[src/rtl/mul_int8_arbiter.sv]
// Round-robin arbiter sharing one registered WIDTH-bit multiplier among NREQ requesters.
// Optional perf counters (perf_ops, perf_stall) are built when MUL_ARB_PERF_EN is defined.
module multiplier_nbit #(
  parameter int WIDTH = 8
) (
  input  logic [WIDTH-1:0] a,
  input  logic [WIDTH-1:0] b,
  output logic [WIDTH-1:0] p
);
  assign p = a * b;
endmodule

module mul_int8_arbiter #(
  parameter int WIDTH = 8,
  parameter int NREQ  = 4,
  parameter int IDW   = 2,
  parameter int CNTW  = 16
) (
  input  logic              clk,
  input  logic              rst,
  input  logic [NREQ-1:0]   req_valid,
  input  logic [NREQ*WIDTH-1:0] req_a,
  input  logic [NREQ*WIDTH-1:0] req_b,
  output logic [NREQ-1:0]   req_ready,
  output logic              res_valid,
  input  logic              res_ready,
  output logic [WIDTH-1:0]  res_p,
  output logic [IDW-1:0]    res_id,
  output logic              busy,
  output logic [CNTW-1:0]   perf_ops,
  output logic [CNTW-1:0]   perf_stall
);

  typedef enum logic [1:0] {
    IDLE,
    CALC,
    DONE
  } state_t;

  state_t state, state_nx;

  logic [IDW-1:0]   rr_ptr;
  logic [WIDTH-1:0] op_a, op_b, prod;
  logic [IDW-1:0]   op_id;
  logic [WIDTH-1:0] res_p_q;
  logic [IDW-1:0]   res_id_q;

  logic [NREQ-1:0]  gnt;
  logic [IDW-1:0]   gnt_id;
  logic [IDW-1:0]   idx;
  logic             found;
  logic             accept;
  logic             res_hs;

  // First valid requester at or above rr_ptr, wrapping at NREQ.
  always_comb begin
    gnt    = '0;
    gnt_id = '0;
    idx    = '0;
    found  = 1'b0;
    for (int k = 0; k < NREQ; k++) begin
      idx = IDW'((int'(rr_ptr) + k) % NREQ);
      if (!found && req_valid[idx]) begin
        found    = 1'b1;
        gnt[idx] = 1'b1;
        gnt_id   = idx;
      end
    end
  end

  always_comb begin
    state_nx  = state;
    req_ready = '0;
    res_valid = 1'b0;
    accept    = 1'b0;
    unique case (state)
      IDLE: begin
        req_ready = gnt;
        accept    = found;
        if (found) state_nx = CALC;
      end
      CALC: state_nx = DONE;
      DONE: begin
        res_valid = 1'b1;
        if (res_ready) state_nx = IDLE;
      end
      default: state_nx = IDLE;
    endcase
  end

  assign res_hs = res_valid & res_ready;
  assign busy   = (state != IDLE);
  assign res_p  = res_p_q;
  assign res_id = res_id_q;

  multiplier_nbit #(.WIDTH(WIDTH)) u_mul (
    .a (op_a),
    .b (op_b),
    .p (prod)
  );

  always_ff @(posedge clk or posedge rst) begin
    if (rst) begin
      state    <= IDLE;
      rr_ptr   <= '0;
      op_a     <= '0;
      op_b     <= '0;
      op_id    <= '0;
      res_p_q  <= '0;
      res_id_q <= '0;
    end else begin
      state <= state_nx;
      if (accept) begin
        op_a  <= req_a[int'(gnt_id)*WIDTH +: WIDTH];
        op_b  <= req_b[int'(gnt_id)*WIDTH +: WIDTH];
        op_id <= gnt_id;
        rr_ptr <= (gnt_id == IDW'(NREQ-1)) ? '0 : gnt_id + 1'b1;
      end
      if (state == CALC) begin
        res_p_q  <= prod;
        res_id_q <= op_id;
      end
    end
  end

`ifdef MUL_ARB_PERF_EN
  logic [CNTW-1:0] ops_q, stall_q;

  always_ff @(posedge clk or posedge rst) begin
    if (rst) begin
      ops_q   <= '0;
      stall_q <= '0;
    end else begin
      if (res_hs && ops_q != '1) ops_q <= ops_q + 1'b1;
      if (res_valid && !res_ready && stall_q != '1)
        stall_q <= stall_q + 1'b1;
    end
  end

  assign perf_ops   = ops_q;
  assign perf_stall = stall_q;
`else
  assign perf_ops   = '0;
  assign perf_stall = '0;
`endif

endmodule
[config.mk]
export PLATFORM = sky130hd
export DESIGN_NAME = mul_int8_arbiter
export DESIGN_NICKNAME = d
export VERILOG_FILES = /design/src/rtl/mul_int8_arbiter.sv
export SDC_FILE = /design/constraint.sdc
export NUM_CORES = 1
export LEC_CHECK = 0
export CORE_MARGIN = 3
export CORE_UTILIZATION = 25
export DETAILED_ROUTE_END_ITERATION = 8
export GPL_ROUTABILITY_DRIVEN = 0
export SLEW_MARGIN = 20
export SYNTH_ARGS = -nofsm -noshare
export SYNTH_HDL_FRONTEND = slang
export SYNTH_SLANG_ARGS = --single-unit
[constraint.sdc]
create_clock -name clk -period 6.6 [get_ports clk]
set_input_delay 0.99 -clock clk [delete_from_list [all_inputs] [get_ports clk]]
set_output_delay 0.99 -clock clk [all_outputs]
set_load 0.02 [all_outputs]
==> flow_metrics.py, run 1 <==
metrics = {
    "yosys": {
        "synth_area_leaders": "dfrtp_1, ha_1, buf_4",
        "yosysSeqAreaShare": 0.2190,
        "ys_types": 43,
        "synthSimpleGateAreaFrac": 0.1399,
        "synth_area_um2": 3657,
        "synth-compound-area-share": 0.2094,
        "synth-seq-cells": 32,
        "synthMuxAreaShare": 0.1061,
        "synthXorXnorAreaFrac": 0.04311,
        "synthTopCellsByCount": "nand2_1, buf_4, dfrtp_1",
        "synth-edff-count": 0,
        "syn_avg_cell_area_um2": 9.189,
        "synth_fa_ha_area_frac": 0.1478,
        "async_flop_share": 1.000,
        "postSynthCellCount": 398,
        "synth.most_common_cell": "nand2_1",
        "synthFlopType": "dfrtp_1",
        "synth_top_area_share": 0.2190,
        "synth_top_family_by_area": "compound AO/OA/AOI/OAI gates",
        "synth_warnings": 0,
        "yosysTopAreaCell": "dfrtp_1",
    },
    "floorplanning": {
        "io_pins": 119,
        "rows": 43,
        "core-area_um2": 14100,
        "initial_core_util": 0.2595,
        "die_y_um": 127.0,
        "die_w_um": 127.0,
        "die_area_um2": 16120,
    },
    "sta": {
        "final_critical_path_setup_slack_ns": 1.821,
        "setup_viol": 0,
        "grt_setup_unrepaired": "false",
        "fin_worst_skew_ns": 0.005491,
        "relSlewSlack": 0.3177,
        "tightestPinTransition_ns": 1.023,
        "setup_tns_ns": 0,
        "post-route-period-util": 0.7242,
        "timing.fmax_ghz": 0.2092,
        "hold_viol": 0,
        "maxSlewViolCount": 0,
        "min_period_ns": 4.779,
    },
    "placement": {
        "post_dp_cell_area_um2": 4513,
        "io_buffers": 86,
        "hpwlAfterDp_mm": 7.800,
        "pre_cts_ws_ns": 1.845,
    },
    "worst_setup_path": {
        "crit_slowest_cell": "mux4_2",
        "cpMostUsedCell": "clkdlybuf4s50_1",
        "cpPeakStageDelay_ns": 0.67,
        "critPathBufInv": 2,
        "crit_required_ns": 5.61,
        "crit_fanout": 13,
        "crit_path_end_kind": "primary output",
        "arrival_ns": 3.79,
        "critPathLaunchType": "input pin",
        "worst-setup-path-type": "in -> out",
        "cp_cell_sequence": "clkdlybuf4s50_1, mux4_2, nor4b_1, a221oi_1, nor2_1, clkdlybuf4s50_1",
        "cpLargestDelayFamily": "buffers and inverters",
    },
    "route": {
        "vias_per_cell": 4.627,
        "vias": 3026,
        "drt_wl_total_mm": 9.573,
        "wl_per_cell_um": 14.64,
        "drc": 0,
        "dr.pass1.iters": 4,
        "drt_iter0_markers": 78,
        "antenna_left": 0,
    },
    "layout": {
        "nets": 581,
        "drive_gt1_frac": 0.1287,
        "utilization": 0.3305,
        "synthToLayoutAreaGrowth_pct": 27.37,
        "design_area_um2": 4658,
        "diodes": 0,
    },
    "worst_hold_path": {
        "hold_class": "reg -> reg",
    },
    "global_routing": {
        "grt_pass1_wl_mm": 15.81,
        "antenna_found_initial": 0,
        "grt_max_degree": 34,
        "overflow": 0,
        "first_global_vias": 3144,
        "track_usage": 0.1186,
    },
    "clocking": {
        "cts_setup_buffers": 0,
        "htreeDepth": 2,
        "clkLatencyLatePin_ns": 0.28,
        "cts_tree": "built",
        "clock-sinks": 32,
        "clk_path_buf_depth": 2,
        "cts_resized": 0,
        "cts-root-buf": "clkbuf_16",
        "numCtsBuffers": 5,
        "clk_pin_slew_ns": 0.05,
        "cts_hold_buf": 0,
    },
    "outcome": {
        "run_status": "complete, no violations",
    },
    "run": {
        "drv_cap": 0,
    },
}
layout make-up:
class                      instances  area, um^2
multi-input combinational        314        2484
inverter                          30       112.6
tap                              180       225.2
timing repair buffer              91       902.1
clock inverter                     1       5.005
fill                            1472        9438
clock buffer                       6       128.9
sequential                        32       800.8
sequential cells by signal, summed over array words and instances (netlist names), named ones only:
| name | cells |
|---|---|
| op_b | 8 |
| res_id | 2 |
| op_a | 8 |
| rr_ptr | 1 |
| op_id | 2 |
| state | 2 |
| res_p | 8 |
logic make-up (layout without fill, tap and decap cells):
kind of cell	Yosys count	in the layout
compound gates	94	94
xor+xnor	18	18
fa+ha+maj	36	36
buf+inv	83	128
flops	32	32
mux	28	28
other cells	1	32
simple gates	106	106
worst paths after layout:
| path | startpoint | to | slack [ns] | cells past startpoint |
|---|---|---|---|---|
| min in group asynchronous | rst | res_p[6] | 1.11 | 3 |
| max reg2reg | flop | op_a[6] | 2.53 | 9 |
| min reg2reg | op_id[1] | op_id[1] | 0.48 | 1 |
| max | req_valid[3] | req_ready[3] | 1.82 | 6 |
| max in group asynchronous | rst | op_a[4] | 5.18 | 3 |
| min | op_id[1] | op_id[1] | 0.48 | 1 |
worst reg2reg max path: stages, from the launching register on:
cell and delay [ns]:
dfrtp_1 0.32, buf_4 0.40, inv_1 0.23, ha_1 0.46
mux4_2 0.45, nor2b_4 0.24, or2_1 0.81, a21o_1 0.64
mux2i_1 0.18, a221oi_2 0.25
through the flow:
| step | hold slack [ns] | instances |
|---|---|---|
| 3_5_place_dp | 0.4760 | 646 |
| 2_1_floorplan | 0.4454 | 429 |
| 4_1_cts | 0.4881 | 653 |
| 6_report | 0.4845 | 654 |
| 3_3_place_gp | 0.4726 | 646 |
| 5_1_grt | 0.5222 | 654 |
placed cells by master, fill, tap and decap left out, drive strengths merged, types with 14 or more instances in the layout:
cell / count
nand2: 41
a22o: 16
clkdlybuf4s50: 86
conb: 32
dfrtp: 32
ha: 24
and2: 21
nor2: 31
mux2: 22
inv: 30
a21oi: 22
xnor2: 14
a211oi: 30
per-layer routing:
| layer | vias to the layer above | share of wire | global-route usage |
|---|---|---|---|
| met5 | - | 0 | 0 |
| met2 | 76 | 0.50 | 0.2039 |
| li1 | 1462 | - | - |
| met4 | 0 | 0.0094 | 0.02145 |
| met3 | 9 | 0.051 | 0.02653 |
| met1 | 1479 | 0.44 | 0.1540 |
Power of run 1 is left out: the tool's default activity adds up to more than one toggle a clock period on the data nets, which glitch-free logic cannot reach.
==> run 2: changes to the inputs <==
==> constraint.sdc (replaced) <==
create_clock -name clk -period 4.4 [get_ports clk]
set_input_delay 0.66 -clock clk [delete_from_list [all_inputs] [get_ports clk]]
set_output_delay 0.66 -clock clk [all_outputs]
set_load 0.02 [all_outputs]
==> run 2 against run 1 <==
Global-route usage up 0.38 points. Die area is the same. Highest routed layer unchanged. Design area up 0.89%. First-iteration DRC count up 1.3%. Count of clock-buffer cells in the layout unchanged.
==> flow_metrics.py, run 2 (synthesis gave the netlist of run 1 again) <==
metrics = {
    "outcome": {
        "run_status": "complete, no violations",
    },
    "global_routing": {
        "grt_pass1_wl_mm": 16.15,
        "overflow": 0,
        "first_global_vias": 3117,
        "antenna_found_initial": 0,
        "track_usage": 0.1224,
        "grt_max_degree": 33,
    },
    "sta": {
        "tightestPinTransition_ns": 0.7570,
        "relSlewSlack": 0.4882,
        "grt_setup_unrepaired": "false",
        "setup_tns_ns": 0,
        "hold_viol": 0,
        "setup_viol": 0,
        "min_period_ns": 4.200,
        "fin_worst_skew_ns": 0.006350,
        "timing.fmax_ghz": 0.2381,
        "post-route-period-util": 0.9545,
        "maxSlewViolCount": 0,
    },
    "clocking": {
        "clock-sinks": 32,
        "htreeDepth": 2,
        "clkLatencyLatePin_ns": 0.28,
        "cts_setup_buffers": 0,
        "cts_hold_buf": 0,
        "numCtsBuffers": 5,
        "cts_tree": "built",
        "cts-root-buf": "clkbuf_16",
        "clk_pin_slew_ns": 0.06,
        "cts_resized": 0,
        "clk_path_buf_depth": 2,
    },
    "layout": {
        "drive_gt1_frac": 0.1342,
        "nets": 583,
        "layout_common_cells": "clkdlybuf4s50_1, nand2_1, dfrtp_1, conb_1, nor2_1",
        "diodes": 0,
        "synthToLayoutAreaGrowth_pct": 28.50,
        "layout_commonest_cell": "clkdlybuf4s50_1",
    },
    "worst_setup_path": {
        "reg2reg_slack_ns": 0.72,
        "critPathLaunchType": "input pin",
        "worstReg2RegStart": "op_a[1]",
        "critPathBufInv": 2,
        "rr_endpoint": "res_p[7]",
        "cpMostUsedCell": "clkdlybuf4s50_1",
        "crit_fanout": 13,
        "cpPeakStageDelay_ns": 0.69,
        "worst-setup-path-type": "in -> out",
        "arrival_ns": 3.54,
        "crit_required_ns": 3.74,
        "reg2reg_depth": 12,
        "crit_slowest_cell": "nor4b_1",
        "cpLargestDelayFamily": "buffers and inverters",
        "cp_cell_sequence": "clkdlybuf4s50_1, mux4_2, nor4b_1, a221oi_1, nor2_1, clkdlybuf4s50_1",
        "crit_path_end_kind": "primary output",
    },
    "route": {
        "vias_per_cell": 4.588,
        "vias": 3014,
        "wl_per_cell_um": 14.77,
        "drt_iter0_markers": 79,
        "dr.pass1.iters": 5,
        "antenna_left": 0,
        "drt_wl_total_mm": 9.704,
        "drc": 0,
    },
    "run": {
        "drv_cap": 0,
    },
    "placement": {
        "hpwlAfterDp_mm": 7.783,
        "io_buffers": 86,
    },
    "floorplanning": {
        "core-area_um2": 14100,
        "die_w_um": 127.0,
        "die_y_um": 127.0,
        "die_area_um2": 16120,
        "io_pins": 119,
        "initial_core_util": 0.2595,
        "rows": 43,
    },
    "worst_hold_path": {
        "whs_path_depth": 1,
        "hold_class": "reg -> reg",
        "hold_start": "op_id[1]",
        "hold_end": "op_id[1]",
    },
}
==> run 2: cell types whose count changed in the layout (fill, tap and decap cells not counted) <==
cell / previous run / this run
bufinv_16: 0 / 1
buf_4: 4 / 7
buf_6: 1 / 0
==> run 2: cell type report <==
class                   count  area [um^2]
clock buffers               6        128.9
well taps                 180        225.2
fillers                  1468         9397
clock inverters             2        35.03
flip-flops and latches     32        800.8
inverters                  30        112.6
repair buffers             93        913.4
multi-input cells         314         2484
==> run 2: routing by layer <==
layer  wire length, um  vias to the layer above  GRT usage  part of all wire
met5                 0                        -          0                 0
met4               112                        0    0.03281             0.012
met3               532                        8    0.02358             0.055
met2              4829                       90     0.2067              0.50
met1              4230                     1455     0.1601              0.44
li1                  -                     1461          -                 -
==> run 2: worst max path at each step <==
stage,from,end,depth (start not counted)
2_1_floorplan,flop,req_ready[0],9
3_5_place_dp,req_valid[3],req_ready[3],6
5_1_grt,req_valid[3],req_ready[3],6
3_3_place_gp,req_valid[3],req_ready[0],6
6_report,req_valid[3],req_ready[2],6
4_1_cts,req_valid[3],req_ready[3],6
==> run 2: metrics by stage <==
stage               setup WS [ns]  hold WS (ns)  std cells  utilization  cell area (um^2)
floorplan                  0.3593        0.4454        429            -              3774
global placement           0.4374        0.4710        649       0.3218              4536
detailed placement         0.2554        0.4701        649       0.3218              4536
CTS                        0.2618        0.4832        657       0.3334              4700
global route              0.04435        0.5116        657       0.3334              4700
finish                     0.2003        0.4764        657       0.3334              4700
Power of run 2 is left out for the same reason.
